## src/rtl/mini_core_accel_cr_mem_param.sv

```systemverilog
// Control-register window between the mini_core data port and NUM_CH multiplier
// accelerators: operand latches, per-channel IDLE/BUSY/DONE sequencing, sticky error, IRQ.
module mini_core_accel_cr_mem_param #(
    parameter int          NUM_CH    = 8,
    parameter int          OP_W      = 8,
    parameter logic [31:0] BASE_ADDR = 32'h00FE_2000
) (
    input  logic                       Clk,
    input  logic                       Rst_n,
    input  logic [31:0]                data,
    input  logic [31:0]                address,
    input  logic                       wren,
    input  logic                       rden,
    output logic [31:0]                q,
    output logic [NUM_CH*OP_W-1:0]     ch_multiplicand,
    output logic [NUM_CH*OP_W-1:0]     ch_multiplier,
    output logic [NUM_CH-1:0]          ch_start,
    input  logic [NUM_CH-1:0]          ch_done,
    input  logic [NUM_CH*2*OP_W-1:0]   ch_result,
    output logic                       irq
);

    localparam int          RES_W  = 2 * OP_W;
    localparam logic [11:0] CH_END = 12'(NUM_CH * 16);

    typedef enum logic [1:0] {
        ST_IDLE = 2'd0,
        ST_BUSY = 2'd1,
        ST_DONE = 2'd2
    } ch_state_e;

    logic        hit;
    logic [11:0] off;
    logic [5:0]  chSel;
    logic [1:0]  regSel;
    logic        chHit, irqEnHit, doneSumHit, debugHit;
    logic        wrMcand, wrMplier, startReq, clrErr, rdResult;

    ch_state_e         state_q  [NUM_CH];
    ch_state_e         state_d  [NUM_CH];
    logic [OP_W-1:0]   mcand_q  [NUM_CH];
    logic [OP_W-1:0]   mcand_d  [NUM_CH];
    logic [OP_W-1:0]   mplier_q [NUM_CH];
    logic [OP_W-1:0]   mplier_d [NUM_CH];
    logic [RES_W-1:0]  result_q [NUM_CH];
    logic [RES_W-1:0]  result_d [NUM_CH];
    logic [NUM_CH-1:0] err_q, err_d;
    logic [NUM_CH-1:0] start_q, start_d;
    logic [NUM_CH-1:0] irqEn_q, irqEn_d;
    logic [NUM_CH-1:0] chOh, doneVec;
    logic [31:0]       debug_q, debug_d;
    logic [31:0]       rdata_q, rdata_d;
    logic [31:0]       chRd, irqEnRd, doneRd;

    assign hit        = (address[31:12] == BASE_ADDR[31:12]);
    assign off        = address[11:0];
    assign chSel      = off[9:4];
    assign regSel     = off[3:2];
    assign chHit      = hit && (off < CH_END);
    assign irqEnHit   = hit && (off[11:2] == 10'h200);
    assign doneSumHit = hit && (off[11:2] == 10'h201);
    assign debugHit   = hit && (off[11:2] == 10'h202);

    assign wrMcand  = wren && chHit && (regSel == 2'd0);
    assign wrMplier = wren && chHit && (regSel == 2'd1);
    assign startReq = wren && chHit && (regSel == 2'd2) && data[0];
    assign clrErr   = wren && chHit && (regSel == 2'd2) && data[1];
    assign rdResult = rden && chHit && (regSel == 2'd3);

    always_comb begin
        chOh    = '0;
        doneVec = '0;
        for (int i = 0; i < NUM_CH; i++) begin
            chOh[i]    = chHit && (chSel == 6'(i));
            doneVec[i] = (state_q[i] == ST_DONE);
        end
    end

    // Per-channel sequencing; an accelerator completion in BUSY outranks a same-cycle start.
    always_comb begin
        for (int i = 0; i < NUM_CH; i++) begin
            state_d[i]  = state_q[i];
            err_d[i]    = err_q[i];
            start_d[i]  = 1'b0;
            mcand_d[i]  = mcand_q[i];
            mplier_d[i] = mplier_q[i];
            result_d[i] = result_q[i];
            case (state_q[i])
                ST_IDLE: begin
                    if (chOh[i] && startReq) begin
                        state_d[i] = ST_BUSY;
                        start_d[i] = 1'b1;
                    end
                end
                ST_BUSY: begin
                    if (ch_done[i]) begin
                        state_d[i]  = ST_DONE;
                        result_d[i] = ch_result[i*RES_W +: RES_W];
                    end
                    if (chOh[i] && (startReq || wrMcand || wrMplier)) begin
                        err_d[i] = 1'b1;
                    end
                end
                ST_DONE: begin
                    if (chOh[i] && startReq) begin
                        state_d[i] = ST_BUSY;
                        start_d[i] = 1'b1;
                    end else if (chOh[i] && rdResult) begin
                        state_d[i] = ST_IDLE;
                    end
                end
                default: state_d[i] = ST_IDLE;
            endcase
            if (chOh[i] && (state_q[i] != ST_BUSY)) begin
                if (wrMcand)  mcand_d[i]  = data[OP_W-1:0];
                if (wrMplier) mplier_d[i] = data[OP_W-1:0];
            end
            if (chOh[i] && clrErr) begin
                err_d[i] = 1'b0;
            end
        end
    end

    always_comb begin
        irqEn_d = irqEn_q;
        if (wren && irqEnHit) begin
            irqEn_d = '0;
            for (int i = 0; i < NUM_CH && i < 32; i++) irqEn_d[i] = data[i];
        end
        debug_d = (wren && debugHit) ? data : debug_q;
    end

    // Read path samples pre-write state, so a simultaneous write is not reflected in q.
    always_comb begin
        chRd    = '0;
        irqEnRd = '0;
        doneRd  = '0;
        for (int i = 0; i < NUM_CH; i++) begin
            if (chOh[i]) begin
                case (regSel)
                    2'd0:    chRd = 32'(mcand_q[i]);
                    2'd1:    chRd = 32'(mplier_q[i]);
                    2'd2:    chRd = {29'b0, err_q[i], state_q[i] == ST_BUSY, state_q[i] == ST_DONE};
                    default: chRd = 32'(result_q[i]);
                endcase
            end
        end
        for (int i = 0; i < NUM_CH && i < 32; i++) begin
            irqEnRd[i] = irqEn_q[i];
            doneRd[i]  = doneVec[i];
        end
        rdata_d = rdata_q;
        if (rden) begin
            if (chHit)           rdata_d = chRd;
            else if (irqEnHit)   rdata_d = irqEnRd;
            else if (doneSumHit) rdata_d = doneRd;
            else if (debugHit)   rdata_d = debug_q;
            else                 rdata_d = '0;
        end
    end

    always_ff @(posedge Clk or negedge Rst_n) begin
        if (!Rst_n) begin
            for (int i = 0; i < NUM_CH; i++) begin
                state_q[i]  <= ST_IDLE;
                mcand_q[i]  <= '0;
                mplier_q[i] <= '0;
                result_q[i] <= '0;
            end
            err_q   <= '0;
            start_q <= '0;
            irqEn_q <= '0;
            debug_q <= '0;
            rdata_q <= '0;
        end else begin
            for (int i = 0; i < NUM_CH; i++) begin
                state_q[i]  <= state_d[i];
                mcand_q[i]  <= mcand_d[i];
                mplier_q[i] <= mplier_d[i];
                result_q[i] <= result_d[i];
            end
            err_q   <= err_d;
            start_q <= start_d;
            irqEn_q <= irqEn_d;
            debug_q <= debug_d;
            rdata_q <= rdata_d;
        end
    end

    always_comb begin
        for (int i = 0; i < NUM_CH; i++) begin
            ch_multiplicand[i*OP_W +: OP_W] = mcand_q[i];
            ch_multiplier[i*OP_W +: OP_W]   = mplier_q[i];
        end
    end

    assign ch_start = start_q;
    assign q        = rdata_q;
    assign irq      = |(doneVec & irqEn_q);

endmodule

```

## config.mk

```make
export PLATFORM = sky130hd
export DESIGN_NAME = mini_core_accel_cr_mem_param
export DESIGN_NICKNAME = d
export VERILOG_FILES = /design/src/rtl/mini_core_accel_cr_mem_param.sv
export SDC_FILE = /design/constraint.sdc
export NUM_CORES = 1
export LEC_CHECK = 0
export BUFFER_PORTS_ARGS = -buffer_cell sky130_fd_sc_hd__clkbuf_2
export CORE_MARGIN = 2
export CORE_UTILIZATION = 30
export DETAILED_ROUTE_END_ITERATION = 12
export SLEW_MARGIN = 30
export SYNTH_ARGS = -nofsm -noshare
export SYNTH_HDL_FRONTEND = slang
export SYNTH_SLANG_ARGS = --single-unit
```

## constraint.sdc

```tcl
create_clock -name Clk -period 2.9 [get_ports Clk]
set_clock_uncertainty 0.2 [all_clocks]
set_input_delay 0.58 -clock Clk [delete_from_list [all_inputs] [get_ports Clk]]
set_output_delay 0.58 -clock Clk [all_outputs]
set_load 0.005 [all_outputs]
```

# Word-level counts from Yosys, hierarchy flattened
# Index checks and enable logic that the tools add are counted.
[classes] order_cmp=1 n_eq_ne=62 muxes=100 n_bitwise=1 n_reduce_logical=139
[op_table] op="$mux 32" count=12
[op_table] op="$pmux 16 s3" count=8
[op_table] op="$mux 2" count=32
[op_table] op="$reduce_and 2->1" count=32
[op_table] op="$logic_and 1x1->1" count=62
[op_table] op="$pmux 2 s3" count=8
[op_table] op="$mux 1" count=40
[op_table] op="$ne 2x2->1 const B" count=16
[op_table] op="$reduce_bool 2->1" count=16
[op_table] op="$eq 10x10->1 const B" count=3
[op_table] op="$eq 6x3->1 const B" count=4
[op_table] op="$ne 3x1->1 const B" count=8
[op_table] op="$reduce_and 3->1" count=8
[op_table] op="$eq 2x2->1 const B" count=10
[op_table] op="$eq 20x12->1 const B" count=1
[op_table] op="$eq 2x1->1 const B" count=9
[op_table] op="$logic_not 2->1" count=9
[op_table] op="$ne 2x1->1 const B" count=8
[op_table] op="$reduce_or 2->1" count=8
[op_table] op="$eq 6x2->1 const B" count=2
[op_table] op="$lt 12x8->1 const B" count=1
[op_table] op="$and 8x8->8" count=1
[op_table] op="$reduce_or 8->1" count=1
[op_table] op="$eq 6x1->1 const B" count=1
[op_table] op="2 further kinds" count=3
[totals] register_bits=360 input_bits=204

# Depth between registers and ports, before layout
# Gate-level depths: netlist of the first run.
[logic_depth] word_depth=12 depth_mapped=11

# Least setup slack after synthesis of the first run
# OpenSTA, ideal clock, no wires.
[synth_path] path_kind="input -> register" from="input address[8]" to="register mcand_q (netlist bit ch_multiplicand[40])" setup_ns=0.125 t_arrival_ns=2.771 required_time_ns=2.575 path_slack_ns=-0.196 path_stages=8 cell_sequence="or3_4 -> or3_4 -> nor3_4 -> or3b_1 -> buf_6 -> or3_1 -> buf_6 -> mux2_4"
[synth_via] elab_chain_cells=5
[synth_lines] item="start: declaration" line="11" source="input logic [31:0] address,"
[synth_lines] item="$lt 12x8->1" line="59" source="assign chHit = hit && (off < CH_END);"
[synth_lines] item="$logic_and 1x1->1" line="59"
[synth_lines] item="$logic_and 1x1->1, on equally long branches" line="64, 74"
[synth_lines] item="$logic_and 1x1->1, on equally long branches" line="64, 114"
[synth_lines] item="$reduce_and 2->1 (no source line) (*)"
[synth_lines] item="end signal: indexed assignment" line="178" source="mcand_q[i] <= mcand_d[i];"
[synth_lines] item="end: declaration" line="41" source="logic [OP_W-1:0] mcand_q [NUM_CH];"
# Mark *: on every way between the ends. The rest lies on a longest branch, timed or not.
# A chain may end at the register's enable or synchronous reset.

# Worst setup path after layout of the first run
[layout_path] from="input address[8]" to="register mcand_q (netlist bit ch_multiplicand[28])"
# The elaborated chain is that of the path after synthesis.

==> metrics.md, run 1 <==
| Metric | Value |
|---|---|
| Register area share after synthesis | 53.4% |
| WS Path Type | primary input to register |
| Max Transition Viols Final | 0 |
| Slowest cell on crit path | or3b_1 |
| Area leader, netlist | dfrtp_1 |
| Worst slew margin | 46.7% |
| Worst EP arrival | 3.05 ns |
| Port bufs | 370 |
| GRT Util Overall | 21.2% |
| Gr ovfl total | 0 |
| Mapped Cells | 1296 |
| First-pass GRT wire length | 89.8 mm |
| Synth Flop Type | dfrtp_1 |
| Cell variety after synth | 63 |
| RSZ-0062 raised after global routing | no |
| DRT Pass-1 Iters | 5 |
| Fin crit period | 2.80 ns |
| Crit path buffers/inverters | 3 |
| Final WL | 62.6 mm |
| Post-route cell area | 0.0224 mm^2 |
| Synthesized area per cell | 13.0 um^2 |
| Leak | 11.3 nW |
| Ys Warns | 0 |
| Crit path depth | 9 |
| Final core utilization | 40.5% |
| Die area | 0.0581 mm^2 |
| DRC Markers | 0 |
| CORE AREA | 0.0553 mm^2 |
| Syn Nets | 1500 |
| Htree depth | 2 |
| WHS Path Cells | 2 |
| Peak VDD IR | 0.352 mV |
| GPL Wtd Cong | 0.922 |
| Yosys top cell area share | 53.4% |
| Post-synth EDFFs | 0 |
| R2R depth | 8 |
| Run status | finished clean |
| Hold Violations, Final | 0 |
| CP cell instances | clkbuf_2 -> or3_4 -> or3_4 -> nor3_4 -> or3b_1 -> buf_12 -> nor4_4 -> buf_4 -> mux2_2 |
| Syn Std Cell Area | 0.0169 mm^2 |
| Inst Count DP | 2478 |
| CTS Buffer Depth | 3 |
| Reg clk slew, reported paths | 0.06 ns |
| Hold Path Class | primary input to register |
| Antenna-violating nets left | 0 |
| CTS tree | yes |
| Fmax | 357 MHz |
| Dpl hpwl | 47.7 mm |
| Initial Util | 30.5% |
| Layout area overhead | 32.9% |
| Setup violators final | 0 |
| Placed Area | 0.0209 mm^2 |
| Layout cells sized above 1 | 53.0% |
| Via/cell ratio | 5.14 |
| Chip height | 241 um |
| Post-synth top cells | dfrtp_1 (360), mux2_2 (302), mux2i_1 (62), nand2_1 (58), clkbuf_1 (55) |
| Crit-path max FO | 8 |
| R2R setup slack | 0.17 ns |
| Cell mode on critical path | or3_4 |
| Total CTS buffers | 43 |
| Vias | 13200 |
| DRT iter0 DRCs | 971 |
| Wire per inst | 24.5 um |
| Root Driver | clkbuf_16 |
| Period utilization | 96.6% |
| Largest net degree at the start of global routing | 83 |
| Die width | 241 um |
| Vias in the first global route | 13400 |
| Cell Count, Final, Fillers Out | 2558 |
| Worst-Margin Slew | 0.798 ns |
| Top-count cell post-synth | dfrtp_1 |
| # Max-Cap Violations | 0 |
| Worst setup SP type | primary input |
| Post-synthesis sequential element count | 360 |
| Worst setup EP type | register |
| Fillers | 5349 |
| Pwr dens | 513 mW/mm^2 |
| Rows | 86 |
| IO Count | 373 |
| Initial antenna violation count | 7 |
| Largest delay share family, worst path | simple AND/OR/NAND/NOR gates |
| CTS Sinks | 360 |
| Fin nets | 1982 |
| Synth top area cells | dfrtp_1 (53%), mux2_2 (20%), mux2i_1 (3.7%) |
| Asr flop ratio synth | 100% |
| Clk_lat worst skew | 0.57 ns |
| Hold slack | 0.0386 ns |
| WP data required | 3.15 ns |
| Max incr delay on CP | 0.50 ns |
[final timing paths]
kind	to	start
min	result_q[59]	ch_result[75]
max	ch_multiplicand[28]	address[8]
min in group asynchronous	ch_multiplicand[36]	Rst_n
max in group asynchronous	debug_q[26]	Rst_n
min reg2reg	q[21]	debug_q[21]
max reg2reg	q[0]	state_q[7]
[power breakdown]
part / internal [W] / leakage, nW / switching (W) / total (W)
logic: 0.000296 / 5.60 / 0.000457 / 0.000753
registers: 0.00508 / 4.99 / 0.0000326 / 0.00511
clock network: 0.00342 / 0.718 / 0.00221 / 0.00563
[through the flow]
step / setup slack (ns) / total power, W / setup TNS [ns]
6_report: 0.0979 / 0.0115 / 0
5_1_grt: 0.0282 / 0.0119 / 0
4_1_cts: 0.0131 / 0.0116 / 0
3_5_place_dp: -0.428 / 0.00596 / -42.64
3_3_place_gp: -0.412 / 0.00595 / -40.87
2_1_floorplan: -0.196 / 0.00546 / -14.72
[registers in the layout, indices dropped and copies added (netlist names)]
register	count
ch_multiplicand	64
ch_multiplier	64
ch_start	8
debug_q	32
err_q	8
irqEn_q	8
q	32
result_q	128
state_q	16
[cell families (layout without fill, tap and decap cells)]
group	Yosys count	in the layout	share of synthesized area, %
multiplexers	398	398	28.0
other	0	2	0
flip-flops	360	360	53.4
AND/OR/NAND/NOR	215	215	7.59
buffers and inverters	109	621	2.59
AO/OA/AOI/OAI	214	214	8.40
[cell usage in the layout (no fill, tap or decap), types with 8 or more instances in the layout]
cell type  synthesis  layout
clkbuf_2           0     367
dfrtp_1          360     360
mux2_2           302     262
buf_4              1     128
mux2i_1           62      61
nand2_1           58      58
o21ai_0           48      48
mux2_4             8      48
clkbuf_16          0      43
a21oi_1           39      39
nor2b_1           31      30
nand3_1           27      27
nor2_1            27      27
mux4_2            26      26
buf_12             0      24
inv_1             22      22
a31oi_1           17      17
a22oi_1           13      13
nor3_1            13      13
o211ai_1          13      13
a21o_1            13      13
o22ai_1           11      11
clkbuf_8           0      10
nand2b_1           9       9
a31o_2             9       9
o2bb2ai_1          9       9
nor4_4             8       8
clkbuf_1          55       8
[layout make-up]
class / count / area, um^2 / share of cell area (%)
clock buffers: 61 / 1240 / 5.55
diodes: 2 / 5.00 / 0.0223
inverters: 23 / 86.3 / 0.385
clock inverters: 14 / 203 / 0.904
repair buffers: 523 / 3320 / 14.8
multi-input cells: 827 / 7610 / 34.0
flip-flops and latches: 360 / 9010 / 40.2
well taps: 748 / 936 / 4.17
[timing repair]
item                       in CTS  in global routing
hold buffers                    3                  0
buffers inserted                0                  0
hold endpoints to repair       36                  0
setup endpoints to repair       0                  2
resized for setup               0                  5
[per-layer routing]
layer	up-vias	routed length, um	track usage (%)
met5	-	59	0
met4	10	2090	7.95
met3	107	4730	4.87
met2	521	29300	33.4
met1	6757	26500	28.6
li1	5758	-	-
Power figures use the tool's default switching activity.
==> inputs of run 2 (changes only) <==
--- a/config.mk
+++ b/config.mk
@@ -9,6 +9,7 @@
 export CORE_MARGIN = 2
 export CORE_UTILIZATION = 30
 export DETAILED_ROUTE_END_ITERATION = 12
+export RECOVER_POWER = 50
 export SLEW_MARGIN = 30
 export SYNTH_ARGS = -nofsm -noshare
 export SYNTH_HDL_FRONTEND = slang
==> run 2 against run 1 <==
Clock power barely moved; routed wire length barely moved; combinational power fell by 0.7%; critical path depth did not move; critical path type unchanged; register-to-register slack barely moved.
==> metrics.md, run 2 (synthesis gave the netlist of run 1 again) <==
| Metric | Value |
|---|---|
| DRT Pass-1 Iters | 5 (unchanged) |
| WS Path Type | primary input to register |
| CORE AREA | 0.0553 mm^2 (unchanged) |
| Antenna-violating nets left | 0 (unchanged) |
| R2R depth | 8 (unchanged) |
| Leak | 11.2 nW (-1.2%) |
| Dpl hpwl | 47.7 mm (unchanged) |
| WP data required | 3.14 ns (about the same) |
| Slowest cell on crit path | or3b_1 |
| CTS Buffer Depth | 3 (unchanged) |
| GPL Wtd Cong | 0.922 (unchanged) |
| Die width | 241 um (unchanged) |
| Initial Util | 30.5% (unchanged) |
| Htree depth | 2 (unchanged) |
| Worst setup SP type | primary input |
| Sequential Power Share | 44.6% (about the same) |
| Fmax | 359 MHz (+0.60%) |
| Crit path buffers/inverters | 3 (unchanged) |
| DRT iter0 DRCs | 1012 (+4.2%) |
| Layout area overhead | 32.4% |
| Postcts setup bufs | 0 (unchanged) |
| Final critical-path setup slack | 0.115 ns (+0.0166 ns) |
| Commonest cells after routing, fill and taps aside | dfrtp_1 (360), clkbuf_2 (337), mux2_2 (262), buf_4 (122), mux2i_1 (61) |
| Clock Power Share | 48.9% (about the same) |
| Fin nets | 1982 (unchanged) |
| Max incr delay on CP | 0.49 ns (about the same) |
| Largest register by flop count | result_q |
| Via/cell ratio | 5.14 (about the same) |
| P_sw | 0.00269 W (-0.35%) |
| Placement Setup Slack | -0.428 ns (unchanged) |
| Hold slack | 0.0379 ns (-0.000682 ns) |
| Worst slew margin | 23.4% (-23 points) |
| Chip height | 241 um (unchanged) |
| Largest delay share family, worst path | simple AND/OR/NAND/NOR gates |
| Placed Area | 0.0209 mm^2 (unchanged) |
| Crit path depth | 9 (unchanged) |
| Final WL | 62.6 mm (about the same) |
| CTS Sinks | 360 (unchanged) |
| Vias | 13200 (-0.0076%) |
| Die area | 0.0581 mm^2 (unchanged) |
| Cell Count, Final, Fillers Out | 2558 (unchanged) |
| Int Pwr | 0.00879 W (about the same) |
| Worst reg2reg path endpoint | q[0] |
| GRT Util Overall | 21.2% (unchanged) |
| Inst Count DP | 2478 (unchanged) |
| Worst-Margin Slew | 1.15 ns (+0.350 ns) |
| Fin crit period | 2.79 ns (-0.0166 ns) |
| CP Launch Point | address[8] |
| Wire per inst | 24.5 um (about the same) |
| Logic gate share of total power | 6.5% (about the same) |
| Rows | 86 (unchanged) |
| Setup violators final | 0 (unchanged) |
| DRC Markers | 0 (unchanged) |
| Number of flip-flops in the largest register | 128 (unchanged) |
| Gr ovfl total | 0 (unchanged) |
| IO Count | 373 (unchanged) |
| Run status | finished clean |
| Hold Path Class | primary input to register |
| Critical Path End | ch_multiplicand[9] |
| Hold Crit Start | ch_result[87] |
| Largest net degree at the start of global routing | 83 (unchanged) |
| Max Transition Viols Final | 0 (unchanged) |
| Worst r2r src | state_q[7] |
| Peak VDD IR | 0.353 mV (+0.25%) |
| RSZ-0062 raised after global routing | no |
| Total CTS buffers | 43 (unchanged) |
| Pwr dens | 514 mW/mm^2 (+0.27%) |
| Vias in the first global route | 13400 (unchanged) |
| Root Driver | clkbuf_16 |
| Worst EP arrival | 3.02 ns (-0.03 ns) |
| CP cell instances | clkbuf_2 -> or3_4 -> or3_4 -> nor3_4 -> or3b_1 -> buf_12 -> nor4_4 -> buf_12 -> mux2_2 |
| CTS tree | yes |
| Fillers | 5376 (+0.50%) |
| Switching Share | 23.4% (-0.052 points) |
| Post-route cell area | 0.0223 mm^2 (-0.40%) |
| Initial antenna violation count | 7 (unchanged) |
| Period utilization | 96.1% (-0.57 points) |
| First-pass GRT wire length | 89.8 mm (unchanged) |
| Sum Neg Setup Slack | 0 ns (unchanged) |
| Crit-path max FO | 8 (unchanged) |
| Clk_lat worst skew | 0.57 ns (about the same) |
| Worst setup EP type | register |
| Hold Violations, Final | 0 (unchanged) |
| WHS Path Cells | 2 (unchanged) |
| R2R setup slack | 0.16 ns (about the same) |
| Layout cells sized above 1 | 50.9% (-2.0 points) |
| # Max-Cap Violations | 0 (unchanged) |
| Port bufs | 370 (unchanged) |
| Commonest non-fill, non-tap cell in the layout | dfrtp_1 |
| Reg clk slew, reported paths | 0.06 ns (about the same) |
## run 2: metal layers
layer	part of all wire (%)	wire [um]	vias to the layer above	global-route usage, %
li1	-	-	5763	-
met1	42	26500	6773	28.6
met3	7.4	4640	103	4.87
met2	47	29300	503	33.4
met4	3.3	2060	10	7.95
met5	0.094	59	-	0
## run 2: worst reg2reg max path, delay by kind of cell, from the launching register on
family	cells	cell delay, ns
flops	1	0.39
simple gates	2	0.28
compound gates	2	0.59
buf+inv	2	0.36
mux	2	0.81
## run 2: through the flow
stage,util [%],total power [W]
after floorplan,-,0.00546
after global placement,37.8,0.00595
after detailed placement,37.8,0.00596
after CTS,40.5,0.0116
after global routing,40.4,0.0119
final,40.4,0.0115
## run 2: final cells by class
| type | instances | area [um^2] | area share [%] |
|---|---|---|---|
| Inverter | 23 | 86.3 | 0.387 |
| Antenna cell | 2 | 5.00 | 0.0224 |
| Timing Repair Buffer | 523 | 3230 | 14.5 |
| Tap cell | 748 | 936 | 4.19 |
| Multi-Input combinational cell | 827 | 7610 | 34.1 |
| Clock inverter | 14 | 203 | 0.908 |
| Sequential cell | 360 | 9010 | 40.3 |
| Clock buffer | 61 | 1240 | 5.57 |
## run 2: repair_timing
item / CTS / global route
gates resized for setup: 0 / 5
hold buffers: 3 / 0
hold endpoints to repair: 36 / 0
endpoints found under the setup margin: 0 / 2
## run 2: worst min-delay path by stage
stage and end:
6_report result_q[39], 5_1_grt result_q[24], 4_1_cts result_q[45], 3_5_place_dp q[21]
3_3_place_gp q[20], 2_1_floorplan ch_multiplicand[0]
## run 2: power by group through the flow
stage | Combinational [W] | Sequential (W) | Clock, W
after floorplan | 0.000268 | 0.00519 | 0
after global placement | 0.000742 | 0.00520 | 0
final | 0.000748 | 0.00512 | 0.00562
after detailed placement | 0.000753 | 0.00521 | 0
after global routing | 0.000808 | 0.00512 | 0.00595
after CTS | 0.000760 | 0.00511 | 0.00574
==> inputs of run 3 (changes only) <==
--- a/config.mk
+++ b/config.mk
@@ -6,7 +6,6 @@
 export NUM_CORES = 1
 export LEC_CHECK = 0
 export BUFFER_PORTS_ARGS = -buffer_cell sky130_fd_sc_hd__clkbuf_2
-export CORE_MARGIN = 2
 export CORE_UTILIZATION = 30
 export DETAILED_ROUTE_END_ITERATION = 12
 export RECOVER_POWER = 50
==> constraint.sdc (replaced) <==
create_clock -name Clk -period 2.6 [get_ports Clk]
set_clock_uncertainty 0.2 [all_clocks]
set_input_delay 0.52 -clock Clk [delete_from_list [all_inputs] [get_ports Clk]]
set_output_delay 0.52 -clock Clk [all_outputs]
set_load 0.005 [all_outputs]
==> run 3 against run 2 <==
The flow now finishes with violations (max-capacitance violations, max-slew violations, negative setup slack); non-clock buffer count increased by 174; sequential share of layout area decreased by 3.1 points; final area increased by 8.4%; hold slack got worse by 0.015 ns; combinational power increased by 39%; die area decreased by 1.7%; global-route usage increased by 1.6 points; count of clock-buffer cells in the layout unchanged; flip-flop and latch count unchanged; largest cell class unchanged; routed wire length increased by 5.1%; first-iteration DRC count increased by 8.2%.
==> metrics.md, run 3 (synthesis gave the netlist of run 1 again) <==
| Metric | Value |
|---|---|
| Run status | finished, violations left |
| Failing checks | max-capacitance violations, max-slew violations, negative setup slack |
| Largest net degree at the start of global routing | 71 (-14%) |
| Root Driver | clkbuf_16 |
| WS Path Type | register to primary output |
| Initial antenna violation count | 5 (-2) |
| # Max-Cap Violations | 1 (+1) |
| Max Transition Viols Final | 51 (+51) |
| Htree depth | 2 (unchanged) |
| Worst setup EP type | primary output |
| Fmax | 380 MHz |
| Final critical-path setup slack | -0.0312 ns (-0.146 ns) |
| Worst setup SP type | register |
| Total CTS buffers | 43 (unchanged) |
| Sequential Power Share | 44.6% (about the same) |
| Switching Share | 23.8% (+0.41 points) |
| IO Count | 373 (unchanged) |
| Fin nets | 2156 (+8.8%) |
| Number of flip-flops in the largest register | 128 (unchanged) |
| Hold Violations, Final | 0 (unchanged) |
| CORE AREA | 0.0553 mm^2 (unchanged) |
| Fillers | 5191 (-3.4%) |
| Die area | 0.0572 mm^2 (-1.7%) |
| Clock Power Share | 47.3% (-1.6 points) |
| Pwr dens | 529 mW/mm^2 (+2.9%) |
| Setup violators final | 1 (+1) |
| Final Power | 0.0128 W (+12%) |
| R2R depth | 8 (unchanged) |
| Critical Path End | irq |
| Die width | 239 um (-0.83%) |
| Rows | 86 (unchanged) |
| Inst Count DP | 2504 (+1.0%) |
| Commonest non-fill, non-tap cell in the layout | dfrtp_1 |
| R2R setup slack | 0.14 ns (-0.02 ns) |
| Period utilization | 101% |
| Crit-path max FO | 3 (-5) |
| Peak VDD IR | 0.413 mV (+17%) |
| Hold Path Class | primary input to register |
| Wire per inst | 24.0 um (-1.7%) |
| Gr ovfl total | 0 (unchanged) |
| Worst slew margin | -5.32% (-29 points) |
| Chip height | 239 um (-0.83%) |
| Port bufs | 370 (unchanged) |
| GPL Wtd Cong | 0.953 (+3.3%) |
| First-pass GRT wire length | 96.0 mm (+7.0%) |
| Worst EP arrival | 1.91 ns (-1.11 ns) |
| Vias | 14000 (+6.7%) |
| Commonest cells after routing, fill and taps aside | dfrtp_1 (360), clkbuf_2 (353), mux2_2 (221), dlygate4sd3_1 (150), buf_4 (133) |
| Via/cell ratio | 5.13 (-0.19%) |
| WP data required | 1.88 ns (-1.26 ns) |
| CTS Buffer Depth | 3 (unchanged) |
| Final WL | 65.8 mm (+5.1%) |
| Dpl hpwl | 48.3 mm (+1.3%) |
| Vias in the first global route | 14600 (+8.8%) |
| Clk_lat worst skew | 0.58 ns (about the same) |
| Largest register by flop count | result_q |
| CP Launch Point | state_q[7] |
| P_sw | 0.00305 W (+14%) |
| RSZ-0062 raised after global routing | yes |
| Reg clk slew, reported paths | 0.06 ns (about the same) |
| Leak | 12.0 nW (+7.3%) |
| Fin crit period | 2.63 ns |
| CTS Sinks | 360 (unchanged) |
| Antenna-violating nets left | 0 (unchanged) |
| Worst reg2reg path endpoint | q[0] |
| DRT iter0 DRCs | 1095 (+8.2%) |
| GRT Util Overall | 22.9% (+1.6 points) |
| Cell Count, Final, Fillers Out | 2735 (+6.9%) |
| Sum Neg Setup Slack | -0.0312 ns (-0.0312 ns) |
| DRT Pass-1 Iters | 5 (unchanged) |
| Initial Util | 30.5% (unchanged) |
| Layout cells sized above 1 | 48.7% (-2.2 points) |
| Int Pwr | 0.00976 W (+11%) |
| Worst-Margin Slew | 1.58 ns (+0.431 ns) |
| Worst r2r src | state_q[7] |
| CTS tree | yes |
| Layout area overhead | 43.5% |
| Logic gate share of total power | 8.1% (+1.6 points) |
| DRC Markers | 0 (unchanged) |
run 3: critical path: stages (launching register included):
cell and delay, ns:
dfrtp_1 0.39, nor2b_1 0.18, buf_4 0.18, a22oi_1 0.14
nand4_1 0.25, clkbuf_2 0.19
run 3: how the worst min path moves through the flow:
stage,start,endpoint,slack (ns),cells past startpoint
2_1_floorplan,Rst_n,ch_multiplicand[0],0.02,0
5_1_grt,ch_result[33],result_q[81],0.01,2
3_3_place_gp,state_q[8],ch_start[3],0.27,1
6_report,ch_result[7],result_q[119],0.02,2
4_1_cts,ch_result[33],result_q[81],0.0001,2
3_5_place_dp,state_q[8],ch_start[3],0.26,1
run 3: through the flow:
| step | worst slack [ns] | util [%] | instance area (um^2) | hold slack [ns] |
|---|---|---|---|---|
| after floorplan | -0.436 | - | 17200 | 0.0244 |
| after global placement | -0.609 | 38.5 | 21300 | 0.270 |
| after detailed placement | -0.634 | 38.5 | 21300 | 0.265 |
| after CTS | 0.00940 | 43.8 | 24200 | 0.000101 |
| after global routing | -0.0490 | 43.8 | 24200 | 0.0104 |
| final | -0.0312 | 43.8 | 24200 | 0.0224 |
run 3: area by class of cell:
class | instances | area [um^2] | share of cell area [%]
Sequential cell | 360 | 9010 | 37.2
Antenna cell | 5 | 12.5 | 0.0517
Clock buffer | 61 | 1270 | 5.27
Tap cell | 748 | 936 | 3.87
Clock inverter | 14 | 140 | 0.579
Timing Repair Buffer | 697 | 4940 | 20.4
Inverter | 23 | 86.3 | 0.357
Multi-Input combinational cell | 827 | 7810 | 32.3
run 3: timing repair:
| item | 4_1_cts | 5_1_grt |
|---|---|---|
| gates resized for setup | 4 | 22 |
| endpoints found under the hold margin | 192 | 0 |
| gates cloned | 0 | 0 |
| buffers inserted | 0 | 1 |
| pin swaps | 1 | 1 |
| hold buffers | 150 | 0 |
| endpoints found under the setup margin | 11 | 42 |
run 3: metal layers:
metal / GRT usage, % / routed length (um) / up-vias
li1: - / - / 6112
met1: 29.0 / 26500 / 7193
met2: 36.5 / 31600 / 579
met3: 5.59 / 4710 / 147
met4: 10.8 / 2930 / 4
met5: 0 / 27 / -
run 3: power by group through the flow:
stage	combinational [W]	clock, W	sequential [W]
after floorplan	0.000303	0	0.00579
after detailed placement	0.000858	0	0.00581
after CTS	0.00104	0.00623	0.00571
after global placement	0.000844	0	0.00580
final	0.00104	0.00606	0.00571
after global routing	0.00112	0.00641	0.00571
